[config.mk]
export PLATFORM = sky130hd
export DESIGN_NAME = ram_dma
export DESIGN_NICKNAME = d
export VERILOG_FILES = /design/src/rtl/ram_dma.sv
export SDC_FILE = /design/constraint.sdc
export NUM_CORES = 1
export LEC_CHECK = 0
export BUFFER_PORTS_ARGS = -buffer_cell sky130_fd_sc_hd__clkbuf_2
export CAP_MARGIN = 10
export CORE_UTILIZATION = 54
export DETAILED_ROUTE_END_ITERATION = 6
export GPL_ROUTABILITY_DRIVEN = 0
export HOLD_SLACK_MARGIN = 0.06
export PLACE_DENSITY_LB_ADDON = 0.05
export SLEW_MARGIN = 20
export SYNTH_ARGS = -nofsm -noshare
export SYNTH_HDL_FRONTEND = slang
export SYNTH_SLANG_ARGS = --single-unit
[constraint.sdc]
create_clock -name clk -period 4.7 [get_ports clk]
set_input_delay 0.47 -clock clk [delete_from_list [all_inputs] [get_ports clk]]
set_output_delay 0.47 -clock clk [all_outputs]
set_load 0.005 [all_outputs]
[src/rtl/ram_dma.sv]
// Byte-stream DMA engine in front of a single-port RAM: load mode writes a valid/ready
// stream into consecutive addresses, dump mode reads consecutive addresses back out as a stream.
module ram_dma #(
    parameter int ADDR_BITS = 13,
    parameter int WIDTH     = 8
) (
    input  logic                 clk,
    input  logic                 rst_n,
    input  logic                 start,
    input  logic                 mode,
    input  logic [ADDR_BITS-1:0] base,
    input  logic [ADDR_BITS:0]   len,
    output logic                 busy,
    output logic                 done,
    input  logic [WIDTH-1:0]     in_data,
    input  logic                 in_valid,
    output logic                 in_ready,
    output logic [WIDTH-1:0]     out_data,
    output logic                 out_valid,
    input  logic                 out_ready,
    output logic                 ram_we,
    output logic [ADDR_BITS-1:0] ram_addr,
    output logic [WIDTH-1:0]     ram_di,
    input  logic [WIDTH-1:0]     ram_do
);

    typedef enum logic [2:0] {
        S_IDLE     = 3'd0,
        S_LOAD     = 3'd1,
        S_DUMP_RD  = 3'd2,
        S_DUMP_CAP = 3'd3,
        S_DUMP_HS  = 3'd4,
        S_DONE     = 3'd5
    } state_e;

    localparam logic [ADDR_BITS-1:0] PTR_ONE  = {{(ADDR_BITS-1){1'b0}}, 1'b1};
    localparam logic [ADDR_BITS:0]   CNT_ONE  = {{ADDR_BITS{1'b0}}, 1'b1};
    localparam logic [ADDR_BITS:0]   CNT_ZERO = {(ADDR_BITS+1){1'b0}};

    state_e                 state_q, state_d;
    logic [ADDR_BITS-1:0]   ptr_q, ptr_d;
    logic [ADDR_BITS:0]     cnt_q, cnt_d;
    logic [WIDTH-1:0]       out_data_q, out_data_d;

    // Next-state, address/count bookkeeping and output-byte capture.
    always_comb begin
        state_d    = state_q;
        ptr_d      = ptr_q;
        cnt_d      = cnt_q;
        out_data_d = out_data_q;
        case (state_q)
            S_IDLE: begin
                if (start) begin
                    ptr_d = base;
                    cnt_d = len;
                    if (len == CNT_ZERO) begin
                        state_d = S_DONE;
                    end else if (mode) begin
                        state_d = S_DUMP_RD;
                    end else begin
                        state_d = S_LOAD;
                    end
                end else begin
                    state_d = S_IDLE;
                end
            end
            S_LOAD: begin
                if (in_valid) begin
                    ptr_d   = ptr_q + PTR_ONE;
                    cnt_d   = cnt_q - CNT_ONE;
                    state_d = (cnt_q == CNT_ONE) ? S_DONE : S_LOAD;
                end else begin
                    state_d = S_LOAD;
                end
            end
            S_DUMP_RD: begin
                state_d = S_DUMP_CAP;
            end
            S_DUMP_CAP: begin
                // ram_do now reflects the address presented during DUMP_RD.
                out_data_d = ram_do;
                state_d    = S_DUMP_HS;
            end
            S_DUMP_HS: begin
                if (out_ready) begin
                    ptr_d   = ptr_q + PTR_ONE;
                    cnt_d   = cnt_q - CNT_ONE;
                    state_d = (cnt_q == CNT_ONE) ? S_DONE : S_DUMP_RD;
                end else begin
                    state_d = S_DUMP_HS;
                end
            end
            S_DONE: begin
                state_d = S_IDLE;
            end
            default: begin
                state_d = S_IDLE;
            end
        endcase
    end

    // State and datapath registers with synchronous active-low reset.
    always_ff @(posedge clk) begin
        if (!rst_n) begin
            state_q    <= S_IDLE;
            ptr_q      <= {ADDR_BITS{1'b0}};
            cnt_q      <= CNT_ZERO;
            out_data_q <= {WIDTH{1'b0}};
        end else begin
            state_q    <= state_d;
            ptr_q      <= ptr_d;
            cnt_q      <= cnt_d;
            out_data_q <= out_data_d;
        end
    end

    // Status, stream and RAM-port outputs decoded from the registered state.
    always_comb begin
        busy      = 1'b0;
        done      = 1'b0;
        in_ready  = 1'b0;
        out_valid = 1'b0;
        ram_we    = 1'b0;
        ram_di    = {WIDTH{1'b0}};
        case (state_q)
            S_LOAD: begin
                busy     = 1'b1;
                in_ready = 1'b1;
                ram_we   = in_valid;
                ram_di   = in_data;
            end
            S_DUMP_RD, S_DUMP_CAP: begin
                busy = 1'b1;
            end
            S_DUMP_HS: begin
                busy      = 1'b1;
                out_valid = 1'b1;
            end
            S_DONE: begin
                done = 1'b1;
            end
            default: begin
                busy = 1'b0;
            end
        endcase
    end

    assign ram_addr = ptr_q;
    assign out_data = out_data_q;

endmodule

==> key figures <==
Routing
  – Total Routed Length: 6420 µm
  – Initial drt markers: approximately 240
  – Drt pass-1 iters: 4
  – DRC viols: 0
  – Routed length per placed instance: approximately 15 µm
  – DR vias: between 2,000 and 3,000
  – Routed Antenna Nets: 0
  – Vias per cell: a little over 6

Synth
  – Syn_nets: 350
  – Seq cells post-synth: 38
  – Most instantiated library cell after synthesis: dfxtp_1
  – Mapped Cells: between 200 and 300
  – Synthesis Warnings: 0
  – Sequential area share after synthesis: between 30 and 40%
  – Synth cell types: approximately 50
  – Synth top area share: 32.1%
  – Synthesized cell area: 2370 µm²
  – Synth area leader: dfxtp_1
  – Post-synth ARST share: 0%
  – Synthesized area per cell: 7.96 µm²
  – Synth top area cells: dfxtp_1 32%, a21oi_1 5.7%, o21ai_0 4.2%, mux2i_1 3.8%, nand3_1 3.4%
  – Top cells by count, synth: 38 x dfxtp_1, 27 x a21oi_1, 21 x nand2_1
  – Ys flop type: dfxtp_1
  – Post-synth EDFFs: 0

Cells and area
  – Layout area overhead: 19.0%
  – Layout Nets: roughly 420
  – Share of post-route cells with drive strength above 1: between 20 and 30%
  – Non-Filler Instances: approximately 420
  – Final cell utilization of the core: 68.6%
  – Antenna cell count: 0
  – # fillers: 376

Global route
  – Initial antenna violation count: 0
  – Vias in the first global route: ~2,200
  – Largest net degree at the start of global routing: 31
  – Tot GR Track Use: around 28%
  – First-pass GRT wire length: 9830 µm
  – Total gr overflow: 0

STA
  – Crit path time final: roughly 2.6 ns
  – Rel. slew slack: a little under two fifths
  – Fin. Hold Viols: 0
  – Worst-Margin Slew: around 0.94 ns
  – RSZ-0062 raised after global routing: no
  – Endpoints failing setup: 0
  – F_max: 0.389 GHz
  – Final worst path period share: 54.7%
  – Setup TNS Final: 0 ns
  – Clock skew: slightly below 0.01 ns
  – Pins Over Slew Limit: 0

Power
  – Seq pwr share: 41.7%
  – Pwr/cell area: 344 nW/µm²
  – Share of total power in the clock network: 22.4%
  – Maximum VDD drop: 201 µV
  – Internal: approximately 0.0006 W
  – Comb power frac: between 30% and 40%
  – P_leak: 1.22 nW
  – Sw Pwr: around 0.00037 W
  – Sw Ratio: about two fifths

Job
  – MaxCap Viol Count: 0

Clock tree
  – Worst-Skew Late Latency: 0.29 ns
  – Inserted Clock Buffers: 5
  – CTS Root Cell: clkbuf_8
  – Post-CTS Setup Inserts: 0
  – Clk slew on worst S/H paths: approximately 0.080 ns
  – CTS H-tree depth: 2
  – TritonCTS clock tree: yes
  – Longest Clk Path Bufs: 2
  – Cts repair resizes: 0
  – Hold buffer count at CTS: 0
  – Num Clock Sinks: 38

Floorplan
  – Initial Utilization: between 50% and 60%
  – Die X: between 60 and 70 µm
  – Row cnt: 23
  – Die ar.: 4660 µm²
  – # IOs: 83
  – Core ar.: approximately 4000 µm²
  – Die H: between 60 and 70 µm

Placement
  – Post-DP HPWL: 4390 µm
  – Port Buf Inserts: roughly 80
  – Placed Cells: approximately 410

Setup path
  – Crit Path Class: reg2reg
  – CP Max Fanout: 14
  – CP endpoint kind: flip-flop
  – CP required: 4.92 ns
  – R2R Setup Slk: approximately 2.1 ns
  – Element type at the critical path start: flip-flop
  – Worst path arrival time: 2.79 ns

Run status
  – Status: complete, no violations

Min path
  – HP Class: in2reg
-- registers in the layout, summed over array words and instances, names as in the netlist --
signal	flops
ram_addr	13
state_q	3
out_data	8
cnt_q	14
-- placed cells by master (no fill, tap or decap), drive strengths merged, types with 3 or more instances in the layout --
cell type,synthesis,layout
dfxtp,38,38
and2,11,11
nand4,8,8
or3,3,3
nand2,22,22
a22oi,6,6
nor4b,4,4
inv,8,8
nand3,16,16
nor4,8,8
a31oi,5,5
o32ai,3,3
nor2,17,17
mux2i,9,9
o22ai,11,11
o221a,3,3
nor3,9,9
clkbuf,9,87
a21oi,27,27
o211ai,3,3
and3,4,4
and4,3,3
o31a,7,7
ha,3,3
a21boi,3,3
buf,15,3
o21ai,20,20
-- per-layer routing --
layer | up-vias | track usage, % | share of wire [%]
met5 | - | 0 | 0
met4 | 0 | 8.85 | 0.98
met3 | 8 | 6.83 | 7.6
met2 | 126 | 44.6 | 46
met1 | 1146 | 37.2 | 45
li1 | 1270 | - | -
-- cell type report --
cell class | count | area, µm² | area share, %
Clock buffer | 5 | 68.8 | 2.44
Timing Repair Buffer | 85 | 433 | 15.3
Multi-Input combinational cell | 228 | 1460 | 51.7
Inverter | 8 | 30.0 | 1.06
Tap cell | 50 | 62.6 | 2.22
Clock inverter | 2 | 10.0 | 0.354
Sequential cell | 38 | 761 | 26.9
-- logic make-up after synthesis --
kind of cell / after synthesis / share of synthesized area (%)
simple gates: 113 / 27.3
compound gates: 99 / 27.0
fa+ha+maj: 3 / 1.58
flops: 38 / 32.1
xor+xnor: 3 / 1.11
mux: 10 / 4.27
buf+inv: 32 / 6.75
-- critical path: stages, from the launching register on --
cell and delay [ns]:
dfxtp_1 0.60, nor3b_1 0.81, a22o_2 0.44, nand2_1 0.36, o22ai_1 0.29
-- metrics by stage --
stage / total power [W] / hold WS [ns] / setup WS (ns) / instance area (µm²)
after global routing: 0.00103 / 0.415 / 1.78 / 2820
after detailed placement: 0.000756 / 0.474 / 2.12 / 2750
final: 0.000972 / 0.406 / 2.13 / 2820
after global placement: 0.000750 / 0.469 / 2.23 / 2750
after CTS: 0.000970 / 0.407 / 2.11 / 2820
after floorplan: 0.000659 / 0.456 / 3.10 / 2370
-- power groups by stage --
stage | logic [W] | registers (W) | clock network [W]
final | 0.000350 | 0.000405 | 0.000217
after global routing | 0.000391 | 0.000410 | 0.000231
after floorplan | 0.000261 | 0.000398 | 0
after global placement | 0.000341 | 0.000409 | 0
after detailed placement | 0.000346 | 0.000411 | 0
after CTS | 0.000347 | 0.000403 | 0.000219
-- worst paths after layout --
kind / to / cells past startpoint / startpoint
setup / recovery: ram_addr[11]$_SDFFE_PN0P_ / 4 / state_q[0]$_SDFF_PN0_
hold reg to reg: ram_addr[12]$_SDFFE_PN0P_ / 2 / ram_addr[12]$_SDFFE_PN0P_
setup reg to reg: ram_addr[11]$_SDFFE_PN0P_ / 4 / state_q[0]$_SDFF_PN0_
hold / removal: out_data[1]$_SDFFE_PN0N_ / 3 / ram_do[1]
Power figures use the tool's default switching activity.
